`src/rtl/dma_pkg.sv`:
```
// dma_pkg: shared arbiter state encoding and DMA burst constants
package dma_pkg;
  typedef enum logic [2:0] {
    IDLE    = 3'd0,
    CMD     = 3'd1,
    DRAIN   = 3'd2,
    GRANT   = 3'd3,
    WAITINT = 3'd4,
    ABORT   = 3'd5
  } state_t;
  localparam int WORD_SIZE = 16;
  localparam int BURST_BLOCKS = 3;
  localparam int BURST_WORDS = 4;
  localparam logic [WORD_SIZE-1:0] BURST_BASE = 16'h1f4;
  function automatic int burst_len();
    return BURST_BLOCKS * BURST_WORDS;
  endfunction
endpackage

```
`src/rtl/grant_timer.sv`:
```
// grant_timer: counts grant cycles, flags the last cycle before timeout
module grant_timer #(
  parameter int MAX = 64,
  parameter int W = (MAX > 2) ? $clog2(MAX) : 1
) (
  input  logic i_clk,
  input  logic i_rst_n,
  input  logic i_clr,
  input  logic i_en,
  output logic o_tc
);
  logic [W-1:0] r_cnt;
  always_ff @(posedge i_clk) begin
    if (!i_rst_n || i_clr) r_cnt <= '0;
    else if (i_en) r_cnt <= r_cnt + 1'b1;
  end
  assign o_tc = r_cnt == W'(MAX - 1);
endmodule

```
`src/rtl/dma_bus_arbiter.sv`:
```
// dma_bus_arbiter: sequences one DMA transfer and arbitrates the memory bus between CPU and DMA
module dma_bus_arbiter
  import dma_pkg::*;
#(
  parameter int GRANT_TIMEOUT = 64,
  parameter int CNT_W = 16
) (
  input  logic             CLK,
  input  logic             reset_n,
  input  logic             dma_start,
  input  logic             cpu_mem_busy,
  input  logic             BR,
  input  logic             dma_interrupt,
  output logic             cmd,
  output logic             BG,
  output logic             cpu_bus_hold,
  output logic             busy,
  output logic             done,
  output logic             err_timeout,
  output logic [CNT_W-1:0] burst_count
);
  state_t r_state, w_next;
  logic r_int_seen, w_tc, w_retire;
  grant_timer #(.MAX(GRANT_TIMEOUT)) u_timer (
    .i_clk  (CLK),
    .i_rst_n(reset_n),
    .i_clr  (r_state != GRANT),
    .i_en   (r_state == GRANT),
    .o_tc   (w_tc)
  );
  always_comb begin
    w_next = r_state;
    case (r_state)
      IDLE:    w_next = dma_start ? CMD : IDLE;
      CMD:     w_next = BR ? DRAIN : CMD;
      DRAIN:   w_next = cpu_mem_busy ? DRAIN : GRANT;
      GRANT:   w_next = !BR ? WAITINT : (w_tc ? ABORT : GRANT);
      WAITINT: w_next = (dma_interrupt || r_int_seen) ? IDLE : WAITINT;
      ABORT:   w_next = BR ? ABORT : IDLE;
      default: w_next = IDLE;
    endcase
  end
  assign w_retire = (r_state == WAITINT) && (w_next == IDLE);
  // an interrupt landing while still in GRANT is remembered so WAITINT retires at once
  always_ff @(posedge CLK) begin
    if (!reset_n) begin
      r_state      <= IDLE;
      r_int_seen   <= 1'b0;
      cmd          <= 1'b0;
      BG           <= 1'b0;
      cpu_bus_hold <= 1'b0;
      busy         <= 1'b0;
      done         <= 1'b0;
      err_timeout  <= 1'b0;
      burst_count  <= '0;
    end else begin
      r_state      <= w_next;
      r_int_seen   <= (r_state == GRANT) ? (r_int_seen | dma_interrupt) : ((r_state == WAITINT) & r_int_seen);
      cmd          <= w_next inside {CMD, DRAIN, GRANT};
      BG           <= w_next == GRANT;
      cpu_bus_hold <= w_next inside {DRAIN, GRANT, ABORT};
      busy         <= w_next != IDLE;
      done         <= w_retire;
      err_timeout  <= err_timeout | (w_next == ABORT);
      burst_count  <= burst_count + {{(CNT_W-1){1'b0}}, w_retire};
    end
  end
endmodule

```
`config.mk`:
```
export PLATFORM = sky130hd
export DESIGN_NAME = dma_bus_arbiter
export DESIGN_NICKNAME = d
export VERILOG_FILES = /design/src/rtl/dma_pkg.sv /design/src/rtl/grant_timer.sv /design/src/rtl/dma_bus_arbiter.sv
export SDC_FILE = /design/constraint.sdc
export NUM_CORES = 1
export LEC_CHECK = 0
export ABC_AREA = 1
export BUFFER_PORTS_ARGS = -buffer_cell sky130_fd_sc_hd__buf_4
export CORE_MARGIN = 1.5
export CORE_UTILIZATION = 35
export DETAILED_ROUTE_END_ITERATION = 7
export HOLD_SLACK_MARGIN = 0.08
export SETUP_SLACK_MARGIN = 0.5
export SLEW_MARGIN = 20
export SYNTH_ARGS = -nofsm -noshare
export SYNTH_HDL_FRONTEND = slang
export SYNTH_SLANG_ARGS = --single-unit
export TNS_END_PERCENT = 1
```
`constraint.sdc`:
```
create_clock -name CLK -period 3.4 [get_ports CLK]
set_input_delay 0.34 -clock CLK [delete_from_list [all_inputs] [get_ports CLK]]
set_output_delay 0.34 -clock CLK [all_outputs]
set_load 0.03 [all_outputs]
```
==> flow_metrics.env <==
export IMPL_clk_pin_slew_ns=0.07
export IMPL_yosysUniqueCellTypes=25
export IMPL_num_io_pins=28
export IMPL_ys_seq_area_frac=0.442
export IMPL_grt_use_met1=0.177
export IMPL_syn_inst=196
export IMPL_grt_use_met2=0.222
export IMPL_die_area_sq_um=4530
export IMPL_synth_nets=205
export IMPL_hold_path_class="in2reg"
export IMPL_synth_edff_count=0
export IMPL_rsz0062_at_grt="no"
export IMPL_num_vias=1296
export IMPL_place_hpwl_mm=2.19
export IMPL_power_density_nw_per_um2=421
export IMPL_critPathKind="reg2reg"
export IMPL_tightest_slew_ns=0.449
export IMPL_wl_mm=2.92
export IMPL_core_area_sq_um=4000
export IMPL_io_buffers=27
export IMPL_path_buf_inv=1
export IMPL_clock_latency_ns=0.28
export IMPL_overflow=0
export IMPL_worstSetupEndpointType="flip-flop"
export IMPL_place_congestion=0.792
export IMPL_cpMaxStageDelayCell="dfxtp_1"
export IMPL_grt_pass1_vias=1078
export IMPL_ir_drop_mv=0.139
export IMPL_antenna_found_initial=0
export IMPL_status="completed"
export IMPL_grt_max_degree=15
export IMPL_cp_arrival_ns=2.39
export IMPL_synth_area_per_cell_sq_um=7.39
export IMPL_max_freq_mhz=453
export IMPL_yosys_warnings=0
export IMPL_cts_max_level=2
export IMPL_antenna_left=0
export IMPL_drv_cap=0
export IMPL_grt_pass1_wl_mm=4.75
export IMPL_row_count=23
export IMPL_nets=237
export IMPL_power_leakage_nw=0.821
export IMPL_start_util=0.362
export IMPL_tns_ns=0
export IMPL_root_buffer="clkbuf_8"
export IMPL_slew_viol_final=0
export IMPL_relSlewSlack=0.700
export IMPL_grt_busiest_layer="met2"
export IMPL_clk_path_buf_depth=2
export IMPL_cts_resized=0
export IMPL_setup_violations=0
export IMPL_area_growth_synth_to_final_pct=24.1
export IMPL_crit_family="simple AND/OR/NAND/NOR gates"
export IMPL_post_cts_buffers=0
export IMPL_slowest_delay_ns=0.32
export IMPL_fill_cells=424
export IMPL_worst_setup_path_start_kind="flip-flop"
export IMPL_fin_util=0.449
export IMPL_multi_input_area_sq_um=676
export IMPL_whs_ns=0.345
export IMPL_worstPathCellList="ha_1 > nand3_1 > o21ai_0 > nand2_1 > nand2_4 > nor2_1 > ha_1 > ha_1 > nand2_1 > inv_1 > nand3_1 > nor2_1 > nand3_1 > nand2_1 > a21oi_1"
export IMPL_drt_iter0_markers=113
export IMPL_syn_cell_area_sq_um=1450
export IMPL_ys_flop_type="dfxtp_1"
export IMPL_cts_made_buffers=5
export IMPL_fin_skew_ns=0.00364
export IMPL_ys_ff_latch=32
export IMPL_viasPerCell=4.65
export IMPL_async_flop_share=0
export IMPL_regToRegSetupSlack_ns=1.19
export IMPL_cp_max_fo=4
export IMPL_die_w_microns=67.3
export IMPL_timing_final_crit_share=0.650
export IMPL_cts_sinks=32
export IMPL_cts_tree="done"
export IMPL_layout_min_cycle_time_ns=2.21
export IMPL_finalHoldViolations=0
export IMPL_drc_errors=0
export IMPL_cp_required_ns=3.58
export IMPL_drive_above_1_share=0.236
export IMPL_cts_hold_buf=0
export IMPL_grt_total_usage=0.143
export IMPL_wire_per_inst_microns=10.5
export IMPL_grt_use_met3=0.0617
export IMPL_diodes=0
export IMPL_regArea_sq_um=641
export IMPL_die_h_microns=67.3
export IMPL_dr_pass1_iters=5
## per-layer routing
metal / vias up / share of wire
met5: - / 0
met3: 5 / 0.056
li1: 679 / -
met4: 0 / 0.011
met2: 33 / 0.46
met1: 579 / 0.47
## worst register-to-register path, cell delays in order (launching register included)
cell and delay [ns]:
dfxtp_1 0.32, ha_1 0.22, nand3_1 0.15, o21ai_0 0.10, nand2_1 0.11, nand2_4 0.07, nor2_1 0.10, ha_1 0.17
ha_1 0.18, nand2_1 0.09, inv_1 0.08, nand3_1 0.12, nor2_1 0.20, nand3_1 0.11, nand2_1 0.07, a21oi_1 0.04
## registers in the layout (all words and copies together) (netlist names)
| name | cells |
|---|---|
| err_timeout | 1 |
| u_timer.r_cnt | 6 |
| r_state | 3 |
| cpu_bus_hold | 1 |
| cmd | 1 |
| busy | 1 |
| burst_count | 16 |
| r_int_seen | 1 |
| BG | 1 |
| done | 1 |
## kinds of logic after synthesis
kind of cell | synth area share
flops | 0.442
simple gates | 0.326
buf+inv | 0.0915
compound gates | 0.0838
xor+xnor | 0.0302
fa+ha+maj | 0.0259
## final cells by class
type | count | area share
Timing Repair Buffer | 27 | 0.113
Multi-Input combinational cell | 129 | 0.376
Sequential cell | 32 | 0.356
Clock buffer | 6 | 0.0459
Inverter | 33 | 0.0689
Tap cell | 50 | 0.0348
Clock inverter | 2 | 0.00557
## report_power, final
part | leakage [nW] | switching, mW | internal, mW
registers | 0.259 | 0.00611 | 0.383
logic | 0.511 | 0.0403 | 0.0226
clock network | 0.0510 | 0.143 | 0.161
total | 0.821 | 0.189 | 0.567
## layout by cell type, fill, tap and decap left out, drive strengths merged, types with 6 or more instances in the layout
cell type   n
clkbuf      6
dfxtp      32
nand3      18
o21ai       6
nor3        8
a21oi      16
inv        33
nand2      38
buf        27
nor2       31
## cell usage after synthesis (2+ instances only)
cell	count	area share
inv_2	3	0.0078
dfxtp_1	32	0.44
a21oi_1	16	0.055
nor2_2	5	0.022
nor3_1	7	0.024
ha_1	3	0.026
nand3_1	17	0.059
xor2_1	3	0.018
nor2_4	2	0.016
nand4_1	2	0.0086
inv_1	30	0.078
o21ai_0	4	0.014
nand2_2	5	0.022
nor2_1	24	0.062
nand2_1	32	0.083
xnor2_1	2	0.012
## through the flow
| step | setup WS (ns) | power [mW] | instance area [sq um] | std cells |
|---|---|---|---|---|
| after floorplan | 1.40 | 0.440 | 1450 | 196 |
| after global placement | 1.30 | 0.461 | 1710 | 271 |
| after detailed placement | 1.23 | 0.461 | 1710 | 271 |
| after CTS | 1.20 | 0.763 | 1800 | 279 |
| after global routing | 0.887 | 0.794 | 1800 | 279 |
| final | 1.19 | 0.756 | 1800 | 279 |
## final timing paths
path,startpoint,endpoint,cells after the start
hold reg to reg,u_timer.r_cnt[0]$_SDFFE_PP0N_,u_timer.r_cnt[0]$_SDFFE_PP0N_,1
setup reg to reg,u_timer.r_cnt[0]$_SDFFE_PP0N_,burst_count[10]$_SDFF_PN0_,15
hold / removal,dma_interrupt,r_int_seen$_SDFF_PN0_,3
setup / recovery,u_timer.r_cnt[0]$_SDFFE_PP0N_,burst_count[10]$_SDFF_PN0_,15
Power figures use the tool's default switching activity.
